--- src/rtl/cpu_controller.sv ---
// Eight-phase fetch/execute sequencer for the 8-bit RISC CPU; all strobes registered (decoded from next state).
// Optional SINGLE_STEP_EN adds a `step` input that parks the FSM after S7 until a step rising edge.
module cpu_controller #(
  parameter logic [2:0] HLT_OP = 3'b000,
  parameter logic [2:0] SKZ_OP = 3'b001,
  parameter logic [2:0] ADD_OP = 3'b010,
  parameter logic [2:0] AND_OP = 3'b011,
  parameter logic [2:0] XOR_OP = 3'b100,
  parameter logic [2:0] LDA_OP = 3'b101,
  parameter logic [2:0] STO_OP = 3'b110,
  parameter logic [2:0] JMP_OP = 3'b111
) (
  input  logic       clk,
  input  logic       rst_n,
  input  logic       ena,
  input  logic [2:0] opcode,
  input  logic       zero,
`ifdef SINGLE_STEP_EN
  input  logic       step,
`endif
  output logic       inc_pc,
  output logic       load_pc,
  output logic       rd,
  output logic       wr,
  output logic       load_ir,
  output logic       load_acc,
  output logic       datactl_ena,
  output logic       alu_c,
  output logic       halt
);

  typedef enum logic [3:0] {
    ST_WAIT,
    ST_S0,
    ST_S1,
    ST_S2,
    ST_S3,
    ST_S4,
    ST_S5,
    ST_S6,
    ST_S7,
`ifdef SINGLE_STEP_EN
    ST_STEP_WAIT,
`endif
    ST_HALTED
  } state_t;

  state_t state_q, state_d;
  logic   zflag_q, zflag_d;
  logic   inc_pc_q, load_pc_q, rd_q, wr_q, load_ir_q, load_acc_q, datactl_ena_q, alu_c_q, halt_q;
  logic   inc_pc_d, load_pc_d, rd_d, wr_d, load_ir_d, load_acc_d, datactl_ena_d, alu_c_d, halt_d;
  logic   alu_op;

`ifdef SINGLE_STEP_EN
  logic step_q;
  logic step_rise;
  assign step_rise = step & ~step_q;

  always_ff @(posedge clk or negedge rst_n) begin
    if (!rst_n) step_q <= 1'b0;
    else        step_q <= step;
  end
`endif

  assign alu_op = (opcode == ADD_OP) || (opcode == AND_OP) ||
                  (opcode == XOR_OP) || (opcode == LDA_OP);

  always_comb begin
    state_d       = state_q;
    inc_pc_d      = 1'b0;
    load_pc_d     = 1'b0;
    rd_d          = 1'b0;
    wr_d          = 1'b0;
    load_ir_d     = 1'b0;
    load_acc_d    = 1'b0;
    datactl_ena_d = 1'b0;
    alu_c_d       = 1'b0;
    halt_d        = 1'b0;

    // HALTED is sticky: only reset leaves it, ena has no say.
    if (state_q == ST_HALTED) begin
      state_d = ST_HALTED;
    end else if (!ena) begin
      state_d = ST_WAIT;
    end else begin
      case (state_q)
        ST_WAIT: state_d = ST_S0;
        ST_S0:   state_d = ST_S1;
        ST_S1:   state_d = ST_S2;
        ST_S2:   state_d = ST_S3;
        ST_S3:   state_d = (opcode == HLT_OP) ? ST_HALTED : ST_S4;
        ST_S4:   state_d = ST_S5;
        ST_S5:   state_d = ST_S6;
        ST_S6:   state_d = ST_S7;
`ifdef SINGLE_STEP_EN
        ST_S7:        state_d = ST_STEP_WAIT;
        ST_STEP_WAIT: state_d = step_rise ? ST_S0 : ST_STEP_WAIT;
`else
        ST_S7:   state_d = ST_S0;
`endif
        default: state_d = ST_WAIT;
      endcase
    end

    // zero is captured once, on the edge into S3; later toggles cannot affect SKZ.
    zflag_d = (state_d == ST_S3) ? zero : zflag_q;

    case (state_d)
      ST_S0, ST_S1: begin
        rd_d      = 1'b1;
        load_ir_d = 1'b1;
        inc_pc_d  = 1'b1;
      end
      ST_S4: begin
        if (alu_op) begin
          rd_d    = 1'b1;
          alu_c_d = 1'b1;
        end else if (opcode == STO_OP) begin
          datactl_ena_d = 1'b1;
        end else if (opcode == JMP_OP) begin
          load_pc_d = 1'b1;
        end else if (opcode == SKZ_OP) begin
          inc_pc_d = zflag_q;
        end
      end
      ST_S5: begin
        if (alu_op) begin
          rd_d       = 1'b1;
          load_acc_d = 1'b1;
        end else if (opcode == STO_OP) begin
          datactl_ena_d = 1'b1;
          wr_d          = 1'b1;
        end else if (opcode == JMP_OP) begin
          load_pc_d = 1'b1;
        end else if (opcode == SKZ_OP) begin
          inc_pc_d = zflag_q;
        end
      end
      ST_S6: begin
        if (alu_op)                rd_d          = 1'b1;
        else if (opcode == STO_OP) datactl_ena_d = 1'b1;
      end
      ST_HALTED: halt_d = 1'b1;
      default: ;
    endcase
  end

  always_ff @(posedge clk or negedge rst_n) begin
    if (!rst_n) begin
      state_q       <= ST_WAIT;
      zflag_q       <= 1'b0;
      inc_pc_q      <= 1'b0;
      load_pc_q     <= 1'b0;
      rd_q          <= 1'b0;
      wr_q          <= 1'b0;
      load_ir_q     <= 1'b0;
      load_acc_q    <= 1'b0;
      datactl_ena_q <= 1'b0;
      alu_c_q       <= 1'b0;
      halt_q        <= 1'b0;
    end else begin
      state_q       <= state_d;
      zflag_q       <= zflag_d;
      inc_pc_q      <= inc_pc_d;
      load_pc_q     <= load_pc_d;
      rd_q          <= rd_d;
      wr_q          <= wr_d;
      load_ir_q     <= load_ir_d;
      load_acc_q    <= load_acc_d;
      datactl_ena_q <= datactl_ena_d;
      alu_c_q       <= alu_c_d;
      halt_q        <= halt_d;
    end
  end

  assign inc_pc      = inc_pc_q;
  assign load_pc     = load_pc_q;
  assign rd          = rd_q;
  assign wr          = wr_q;
  assign load_ir     = load_ir_q;
  assign load_acc    = load_acc_q;
  assign datactl_ena = datactl_ena_q;
  assign alu_c       = alu_c_q;
  assign halt        = halt_q;

endmodule

--- config.mk ---
export PLATFORM = sky130hd
export DESIGN_NAME = cpu_controller
export DESIGN_NICKNAME = d
export VERILOG_FILES = /design/src/rtl/cpu_controller.sv
export SDC_FILE = /design/constraint.sdc
export NUM_CORES = 1
export LEC_CHECK = 0
export CAP_MARGIN = 10
export CORE_MARGIN = 4
export CORE_UTILIZATION = 40
export CTS_CLUSTER_DIAMETER = 120
export DETAILED_ROUTE_END_ITERATION = 6
export PLACE_DENSITY = 0.71
export SYNTH_ARGS = -nofsm -noshare
export SYNTH_HDL_FRONTEND = slang
export SYNTH_SLANG_ARGS = --single-unit
--- constraint.sdc ---
create_clock -name clk -period 2 [get_ports clk]
set_input_delay 0.4 -clock clk [delete_from_list [all_inputs] [get_ports clk]]
set_output_delay 0.4 -clock clk [all_outputs]
set_load 0.01 [all_outputs]
### Word level (Yosys, flattened, before mapping)

Index checks and enable logic that the tools add are counted.

* bits in registers: 14
* input bits: 7
* word-level logic and storage cells: 66

* equal/unequal tests: 23
* reductions and logical operators: 9
* muxes and demuxes: 23

Operators with widths (count)
* equality test 4 x 3 -> 1 bit (second input constant): 8
* one-hot mux 4 bit (8 select lines): 1
* 2-to-1 mux 1 bit: 17
* equality test 3 bit (second input constant): 4
* equality test 4 x 2 -> 1 bit (second input constant): 3
* equality test 4 bit (second input constant): 3
* 2-to-1 mux 4 bit: 3
* equality test 4 x 1 -> 1 bit (second input constant): 2
* equality test 3 x 2 -> 1 bit (second input constant): 2
* OR reduction 2 bit: 3
* logical NOT 4 bit: 1
* one-hot mux 1 bit (2 select lines): 2
* equality test 3 x 1 -> 1 bit (second input constant): 1
* logical NOT 3 bit: 1
* logical OR 1 bit: 3
* OR reduction 3 bit: 1

### Longest topological paths before layout

Gate-level depths: netlist of run 1.

* depth after elaboration: 8
* gate-level depth with buffers: 4
* depth with buffers taken out: 3

### Least setup slack after synthesis of run 1

No wires, ideal clock.

* path type: reg-to-reg
* from: register state_q[3]
* to: register zflag_q
* clock period less this slack: 1230 ps
* arrival time: 1105 ps
* cell stages (with the launch flop): 4
* setup time: 125 ps
* path slack: 770 ps
* buffers on the path: 0
* path through: dfrtp_1 -> nand2b_1 -> nor3_1 -> mux2_2

* word-level cells in the longest chain between the ends: 6
* elaborated cells on any way between the ends: 15
* classes of those cells: eq/ne: 10; mux: 3; reduce/logical: 2

Ends and longest elaborated chain
* start: declaration: line 48 `state_t state_q, state_d;`
* start signal: assignment: line 162 `state_q <= state_d;`
* equality test 4 bit or logical NOT 4 bit (tied branches): line 86 `case (state_q)`
* OR reduction 2 bit (no source line)
* one-hot mux 4 bit (8 select lines): line 86
* 2-to-1 mux 4 bit: line 83 `end else if (!ena) begin`
* 2-to-1 mux 4 bit *: line 81 `if (state_q == ST_HALTED) begin`
* equality test 4 x 3 -> 1 bit *: line 106 `zflag_d = (state_d == ST_S3) ? zero : zflag_q;`
* end signal: assignment: line 163 `zflag_q <= zflag_d;`
* end: declaration: line 49 `logic zflag_q, zflag_d;`

Every way passes the cells marked *; elsewhere a longest branch is shown, timed or not.
A chain may end at the register's enable or synchronous reset.

### Worst setup path in the final report of run 1

* from: register alu_c_q (netlist: alu_c)
* to: output alu_c

RTL lines
* start: declaration: line 50 `logic inc_pc_q, load_pc_q, rd_q, wr_q, load_ir_q, load_acc_q, datactl_ena_q, alu_c_q, halt_q;`
* start signal: assignment: line 171 `alu_c_q <= alu_c_d;`
* end: declaration: line 28 `output logic alu_c,`

No word-level cell between the ends.

==> flow_summary.json, run 1 <==
{
  "status": "finished, final reports clean",
  "synth_top_area_cell": "dfrtp_1",
  "dp_hpwl_microns": 848,
  "worstMarginPinSlew_ns": 0.598,
  "total_switching_power_mw": 0.309,
  "postSynthCellCount": 58,
  "number_of_routed_nets_with_antenna_violations": 0,
  "routed_wirelength_mm": 1.19,
  "leakage_nw": 0.360,
  "post-route-period-util_pct": 77.3,
  "vias_in_the_first_global_route": 456,
  "synth_most_common_cell": "dfrtp_1",
  "criticalPathCategory": "reg -> out",
  "post_synth_main_area_contributors": "dfrtp_1 (55%), buf_6 (3.5%), nor2_1 (3.5%)",
  "chain_of_cells_forming_the_critical_path": "clkdlybuf4s50_1",
  "timing.critical_path.arrival_ns": 1.15,
  "die_w_microns": 47.9,
  "clk_transition_reported_paths_ns": 0.10,
  "drt-initial-drc-count": 8,
  "clock_insertion_delay_worst_skew_ns": 0.29,
  "crit_slowest_cell": "clkdlybuf4s50_1",
  "globalRouteTotalUtil_pct": 13.2,
  "die_y_microns": 47.9,
  "die_area_sq_um": 2290,
  "buf_inv_on_cp": 1,
  "global_route.overflow_total": 0,
  "route.detailed.wl_per_inst_microns": 13.0,
  "total_power_mw": 0.908,
  "io_buffer_count": 15,
  "seq_area_frac_synth_pct": 55.0,
  "cp_top_family": "buffers and inverters",
  "crit_required_ns": 1.60,
  "start_util_pct": 42.3,
  "growth_of_design_area_from_synthesis_to_finish_pct": 28.9,
  "final.setup_skew_ns": 0.00805,
  "holdBufCountCts": 0,
  "rows": 14,
  "cts_root_buffer": "clkbuf_4",
  "htree_num_levels": 1,
  "setup.worst_path.end_class": "primary output",
  "total_clock_buffers_created_by_cts": 3,
  "post_synth.cell_area_avg_sq_um": 11.0,
  "synth.yosys.warnings": 0,
  "slowest_delay_ns": 0.53,
  "rsz0062_at_grt": "false",
  "post-route-drc-count": 0,
  "yosys_register_bits": 14,
  "start_kind": "flip-flop",
  "synth_enable_flop_cells": 0,
  "via_per_inst": 5.19,
  "seqPwrFrac_pct": 46.8,
  "final.setup.tns_ns": 0,
  "final_layout_size_suffix_gt1_share_pct": 10.7,
  "ff_latch_area_sq_um": 350,
  "synthArstFlopShare_pct": 100,
  "clock_sinks": 14,
  "syn_nets": 65,
  "timing.final.setup_violations": 0,
  "timing_max_transition_violations_final": 0,
  "grt_start_max_net_pins": 15,
  "maxCapViolCount": 0,
  "stdcell_count": 91,
  "antenna_found_initial": 0,
  "synth.distinct_cells": 29,
  "worstPathMaxFanout": 1,
  "fp.coreArea_sq_um": 1510,
  "post-place-cells": 87,
  "type_of_the_tightest_min_delay_check": "in -> async",
  "synthDominantCellAreaShare_pct": 55.0,
  "clock_tree.buffer_depth": 2,
  "power_report.internal_total_mw": 0.598,
  "ports_placed_on_the_boundary": 16,
  "achievable-frequency_mhz": 647,
  "firstDrtPassIters": 4,
  "final_util_pct": 54.5,
  "sw_frac_of_total_pct": 34.1,
  "vias": 472,
  "placement_setup_slack_ns": 0.238,
  "num_antenna_cells": 0,
  "number_of_fillers_in_the_final_layout": 132,
  "hold_viol": 0,
  "post_cts_resize_count": 0,
  "worst_ir_drop_vdd_v": 0.000519,
  "most_numerous_cell_types_in_the_synthesized_netlist": "dfrtp_1 (14), nor2_1 (6), nand2_1 (5)",
  "p_per_cell_area_nw_per_um2": 1110,
  "post_cts.repair.setup_buffers": 0,
  "finalNetCount": 83,
  "period_needed_ns": 1.55,
  "gp_congestion": 0.837,
  "netlist_area_sq_um": 637,
  "wire_length_of_the_first_global_routing_pass_mm": 2.04,
  "ys_dominant_reg_cell": "dfrtp_1",
  "finalWorstSetupSlack_ns": 0.455,
  "multi_input_comb_area_sq_um": 249,
  "combPwrFrac_pct": 29.8,
  "cts_tree": "done",
  "worst_slew_margin_rel_pct": 60.0,
  "clockPowerShare_pct": 23.4
}
layer usage:
metal	vias to the layer above	wire, microns	GRT usage (%)
li1	244	-	-
met1	214	544	16.6
met2	12	543	19.3
met3	2	74	4.51
met4	0	23	8.60
met5	-	0	0
registers in the layout (all words and copies together) (netlist names):
signal	cells
inc_pc	1
zflag_q	1
load_pc	1
alu_c	1
halt	1
wr	1
load_acc	1
load_ir	1
datactl_ena	1
rd	1
state_q	4
kinds of logic (layout without fill, tap and decap cells):
kind of cell    Yosys count  count (layout)  share of synthesized area, %
mux                       1               1                          1.77
simple gates             24              24                          20.2
buf+inv                   5              22                          5.89
compound gates           12              12                          14.3
xor+xnor                  2               2                          2.75
flops                    14              14                          55.0
cell usage in the layout, fill, tap and decap left out, types with 2 or more instances in the layout:
cell type,count
and3b_1,2
nor3_1,3
nor4_1,2
clkbuf_4,3
nor2_1,6
inv_1,2
nand2_1,5
dfrtp_1,14
a21oi_1,2
clkdlybuf4s50_1,15
worst paths after layout:
path | from | to | slack (ns) | cells past startpoint
setup / recovery | alu_c | alu_c | 0.45 | 1
hold / removal | rst_n | state_q[0] | 0.48 | 1
setup reg to reg | state_q[0] | zflag_q | 0.59 | 3
hold reg to reg | zflag_q | zflag_q | 0.51 | 1
max in group asynchronous | rst_n | inc_pc | 1.13 | 1
min in group clk | zflag_q | zflag_q | 0.51 | 1
stage by stage:
stage               hold WS (ns)  instance area, sq um
floorplan                  0.104                   637
finish                     0.480                   821
detailed placement         0.497                   785
CTS                        0.505                   821
global route               0.540                   821
global placement           0.494                   785
layout make-up:
cell class,instances,share of cell area [%]
repair buffers,16,19.2
well taps,16,2.44
flip-flops and latches,14,42.7
clock buffers,4,4.42
inverters,2,0.915
multi-input cells,39,30.3
power groups by stage:
stage	Clock (mW)	Combinational, mW	Sequential [mW]
6_report	0.212	0.270	0.425
5_1_grt	0.227	0.306	0.436
4_1_cts	0.213	0.274	0.420
3_5_place_dp	0	0.271	0.427
3_3_place_gp	0	0.269	0.428
2_1_floorplan	0	0.230	0.394
(Power assumes the default switching activity.)
==> run 2, diff against run 1 <==
==> constraint.sdc (replaced) <==
create_clock -name clk -period 1.6 [get_ports clk]
set_input_delay 0.32 -clock clk [delete_from_list [all_inputs] [get_ports clk]]
set_output_delay 0.32 -clock clk [all_outputs]
set_load 0.01 [all_outputs]
==> flow_summary.json, run 2 (synthesized netlist as in run 1, its figures left out) <==
{
  "status": "finished, final reports clean",
  "total_power_mw": 1.16,
  "globalRouteTotalUtil_pct": 12.9,
  "clock_sinks": 14,
  "io_buffer_count": 15,
  "number_of_flip_flops_in_the_largest_register": 4,
  "post-route-drc-count": 0,
  "final.setup_skew_ns": 0.00242,
  "worst_slew_margin_rel_pct": 75.4,
  "maxCapViolCount": 0,
  "die_area_sq_um": 2290,
  "ports_placed_on_the_boundary": 16,
  "global_route.overflow_total": 0,
  "number_of_fillers_in_the_final_layout": 139,
  "routed_wirelength_mm": 1.33,
  "clock_tree.buffer_depth": 2,
  "final_layout_size_suffix_gt1_share_pct": 16.3,
  "wire_length_of_the_first_global_routing_pass_mm": 1.99,
  "stdcell_count": 96,
  "fp.coreArea_sq_um": 1510,
  "via_per_inst": 5.66,
  "p_per_cell_area_nw_per_um2": 1350,
  "post-place-cells": 92,
  "chain_of_cells_forming_the_critical_path": "clkdlybuf4s50_1",
  "holdBufCountCts": 0,
  "die_y_microns": 47.9,
  "hold_viol": 0,
  "period_needed_ns": 1.48,
  "final_common_cell": "clkdlybuf4s50_1",
  "final.setup.tns_ns": 0,
  "grt_start_max_net_pins": 15,
  "slowest_delay_ns": 0.53,
  "post-route-period-util_pct": 92.3,
  "worst_ir_drop_vdd_v": 0.000831,
  "setup.worst_path.end_class": "primary output",
  "rsz0062_at_grt": "false",
  "timing_max_transition_violations_final": 0,
  "cts_root_buffer": "clkbuf_4",
  "route.detailed.wl_per_inst_microns": 13.9,
  "total_clock_buffers_created_by_cts": 3,
  "vias_in_the_first_global_route": 442,
  "antenna_found_initial": 0,
  "number_of_routed_nets_with_antenna_violations": 0,
  "firstDrtPassIters": 4,
  "buf_inv_on_cp": 1,
  "leakage_nw": 0.384,
  "dp_hpwl_mm": 1.01,
  "crit_slowest_cell": "clkdlybuf4s50_1",
  "placed_area_sq_um": 822,
  "timing.final.setup_violations": 0,
  "final_util_pct": 57.0,
  "achievable-frequency_mhz": 677,
  "gr-max-usage-layer": "met2",
  "met1_usage_pct": 15.4,
  "vias": 543,
  "start_util_pct": 42.3,
  "most_frequent_cells_in_the_layout": "clkdlybuf4s50_1 (15), dfrtp_1 (14), nor2_1 (6), buf_4 (6), nand2_1 (5)",
  "growth_of_design_area_from_synthesis_to_finish_pct": 34.8,
  "criticalPathCategory": "reg -> out",
  "type_of_the_tightest_min_delay_check": "in -> async",
  "drt-initial-drc-count": 17,
  "postLayoutCellArea_sq_um": 858,
  "die_w_microns": 47.9,
  "reg2reg_setup_slack_ns": 0.21,
  "finalNetCount": 88,
  "num_antenna_cells": 0,
  "clk_transition_reported_paths_ns": 0.09,
  "start_kind": "flip-flop",
  "crit_required_ns": 1.28,
  "cp_top_family": "buffers and inverters",
  "htree_num_levels": 1,
  "post_cts.repair.setup_buffers": 0,
  "groute.layer.met2.usage_pct": 20.8,
  "global_route.usage.met3_pct": 4.89,
  "post_cts_resize_count": 0,
  "timing.critical_path.arrival_ns": 1.16,
  "registers.top_by_ff_count": "state_q",
  "cts_tree": "done",
  "rows": 14,
  "clock_insertion_delay_worst_skew_ns": 0.29,
  "gp_congestion": 0.805,
  "worstPathMaxFanout": 1,
  "worstMarginPinSlew_ns": 0.368
}
run 2: where the power goes:
part	switching, mW	total [mW]	internal, mW
logic	0.172	0.358	0.186
registers	0.106	0.537	0.431
clock network	0.122	0.261	0.139
total	0.399	1.16	0.756
run 2: final timing paths:
check / from / end / cells after the start
max: rd / rd / 1
min: rst_n / rd / 2
max reg2reg: state_q[0] / zflag_q / 3
min reg2reg: zflag_q / zflag_q / 1
max in group asynchronous: rst_n / state_q[3] / 2
min in group clk: zflag_q / zflag_q / 1
run 2: through the flow:
step	hold slack (ns)	setup WS, ns
finish	0.331	0.123
global route	0.333	0.0835
CTS	0.342	0.118
detailed placement	0.538	-0.0536
global placement	0.515	0.00788
floorplan	0.0244	0.370
run 2: final cells by class:
class | count | area (sq um) | share of cell area, %
Clock buffer | 4 | 36.3 | 4.23
Inverter | 2 | 7.51 | 0.875
Multi-Input combinational cell | 39 | 249 | 29.0
Sequential cell | 14 | 350 | 40.8
Tap cell | 16 | 20.0 | 2.33
Timing Repair Buffer | 21 | 195 | 22.7
run 2: metal layers:
metal	part of all wire, %	vias to the layer above
met2	48	19
met5	0	-
met3	6.3	5
met4	2.9	0
met1	43	267
li1	-	252
==> run 3, diff against run 2 <==
--- a/config.mk
+++ b/config.mk
@@ -5,12 +5,11 @@
 export SDC_FILE = /design/constraint.sdc
 export NUM_CORES = 1
 export LEC_CHECK = 0
-export CAP_MARGIN = 10
 export CORE_MARGIN = 4
 export CORE_UTILIZATION = 40
 export CTS_CLUSTER_DIAMETER = 120
 export DETAILED_ROUTE_END_ITERATION = 6
-export PLACE_DENSITY = 0.71
+export PLACE_DENSITY = 0.67
 export SYNTH_ARGS = -nofsm -noshare
 export SYNTH_HDL_FRONTEND = slang
 export SYNTH_SLANG_ARGS = --single-unit
==> flow_summary.json, run 3 (synthesized netlist as in run 1, its figures left out) <==
{
  "maxCapViolCount": 0,
  "total_clock_buffers_created_by_cts": 3,
  "period_needed_ns": 1.44,
  "fp.coreArea_sq_um": 1510,
  "num_antenna_cells": 0,
  "registers.top_by_ff_count": "state_q",
  "worstPathMaxFanout": 1,
  "start_util_pct": 42.3,
  "leakage_nw": 0.381,
  "post-route-period-util_pct": 90.2,
  "timing.critical_path.arrival_ns": 1.12,
  "clock_sinks": 14,
  "route.detailed.wl_per_inst_microns": 12.4,
  "routed_wirelength_mm": 1.19,
  "number_of_flip_flops_in_the_largest_register": 4,
  "growth_of_design_area_from_synthesis_to_finish_pct": 33.8,
  "io_buffer_count": 15,
  "worst_slew_margin_rel_pct": 76.0,
  "holdBufCountCts": 0,
  "cp_top_family": "buffers and inverters",
  "rr_startpoint": "state_q[0]",
  "worstMarginPinSlew_ns": 0.360,
  "sw_frac_of_total_pct": 33.8,
  "post-place-cells": 93,
  "clock_tree.buffer_depth": 2,
  "critical_path.reg2reg.endpoint": "zflag_q",
  "chain_of_cells_forming_the_critical_path": "clkdlybuf4s50_1",
  "crit_required_ns": 1.28,
  "final.setup_skew_ns": 0.00317,
  "setup.worst_path.end_class": "primary output",
  "ports_placed_on_the_boundary": 16,
  "worst_ir_drop_vdd_v": 0.000862,
  "vias": 502,
  "htree_num_levels": 1,
  "antenna_found_initial": 0,
  "clk_transition_reported_paths_ns": 0.07,
  "drt-initial-drc-count": 9,
  "rows": 14,
  "gp_congestion": 0.820,
  "timing.final.setup_violations": 0,
  "die_y_microns": 47.9,
  "post_cts_resize_count": 0,
  "firstDrtPassIters": 4,
  "p_per_cell_area_nw_per_um2": 1270,
  "dp_hpwl_microns": 911,
  "rsz0062_at_grt": "false",
  "global_route.overflow_total": 0,
  "wire_length_of_the_first_global_routing_pass_mm": 1.84,
  "achievable-frequency_mhz": 693,
  "timing_max_transition_violations_final": 0,
  "clockPowerShare_pct": 17.1,
  "post_cts.repair.setup_buffers": 0,
  "total_switching_power_mw": 0.364,
  "criticalPathCategory": "reg -> out",
  "final_layout_size_suffix_gt1_share_pct": 16.3,
  "cts_root_buffer": "clkbuf_4",
  "status": "finished, final reports clean",
  "slowest_delay_ns": 0.53,
  "finalNetCount": 89,
  "stdcell_count": 96,
  "grt_start_max_net_pins": 15,
  "start_kind": "flip-flop",
  "reg2reg_setup_slack_ns": 0.22,
  "combPwrFrac_pct": 33.6,
  "final_common_cell": "clkdlybuf4s50_1",
  "rr_worst_depth": 3,
  "die_area_sq_um": 2290,
  "hold_viol": 0,
  "globalRouteTotalUtil_pct": 12.0,
  "power_report.internal_total_mw": 0.714,
  "buf_inv_on_cp": 1,
  "via_per_inst": 5.23,
  "type_of_the_tightest_min_delay_check": "in -> async",
  "number_of_fillers_in_the_final_layout": 132,
  "die_w_microns": 47.9,
  "cts_tree": "done",
  "clock_insertion_delay_worst_skew_ns": 0.27,
  "number_of_routed_nets_with_antenna_violations": 0,
  "crit_slowest_cell": "clkdlybuf4s50_1",
  "seqPwrFrac_pct": 49.3,
  "total_power_mw": 1.08,
  "vias_in_the_first_global_route": 424,
  "most_frequent_cells_in_the_layout": "clkdlybuf4s50_1 (15), dfrtp_1 (14), buf_4 (7), nor2_1 (6), nand2_1 (5)",
  "crit_cells": 1,
  "post-route-drc-count": 0
}
==> run 3: cell types whose count changed in the layout (fill, tap and decap cells not counted) <==
cell,before,now
buf_4,6,7
clkbuf_8,1,0
==> run 3: worst register-to-register path, delay by kind of cell (launching register included) <==
kind / cells / cell delay [ns]
DFF: 1 / 0.56
and+or+nand+nor: 2 / 0.36
muxes: 1 / 0.36
==> run 3: routing by layer <==
metal	vias to the layer above	wire length, microns	track usage, %	share of wire [%]
met4	0	12	9.14	1.0
met1	232	545	15.1	46
met2	16	550	17.2	46
met3	2	84	3.38	7.0
met5	-	0	0	0
li1	252	-	-	-
==> run 3: how the worst max path moves through the flow <==
stage / from / end / slack, ns
6_report: load_ir / load_ir / 0.16
5_1_grt: load_acc / load_acc / 0.09
4_1_cts: load_acc / load_acc / 0.13
3_5_place_dp: ena / zflag_q / -0.04
3_3_place_gp: ena / zflag_q / 0.01
2_1_floorplan: state_q[3] / zflag_q / 0.37
==> run 3: cell type report <==
| cell class | count | area (sq um) | area share [%] |
|---|---|---|---|
| clock buffers | 3 | 22.5 | 2.64 |
| inverters | 2 | 7.51 | 0.881 |
| multi-input cells | 39 | 249 | 29.2 |
| flip-flops and latches | 14 | 350 | 41.1 |
| well taps | 16 | 20.0 | 2.35 |
| repair buffers | 22 | 203 | 23.8 |
==> run 3: per-stage QoR <==
stage	cell area (sq um)	setup slack, ns	util (%)	TNS (ns)	hold WS (ns)
2_1_floorplan	637	0.370	-	0	0.0244
4_1_cts	852	0.134	56.6	0	0.358
5_1_grt	852	0.0889	56.6	0	0.354
6_report	852	0.157	56.6	0	0.355
3_5_place_dp	830	-0.0352	55.1	-0.0352	0.498
3_3_place_gp	830	0.00985	55.1	0	0.495
==> run 3: power by group through the flow <==
stage                     clock [mW]  sequential [mW]  combinational, mW
final                          0.184            0.532              0.363
after global placement             0            0.537              0.360
after CTS                      0.193            0.531              0.366
after global routing           0.214            0.544              0.396
after detailed placement           0            0.538              0.365
after floorplan                    0            0.493              0.287
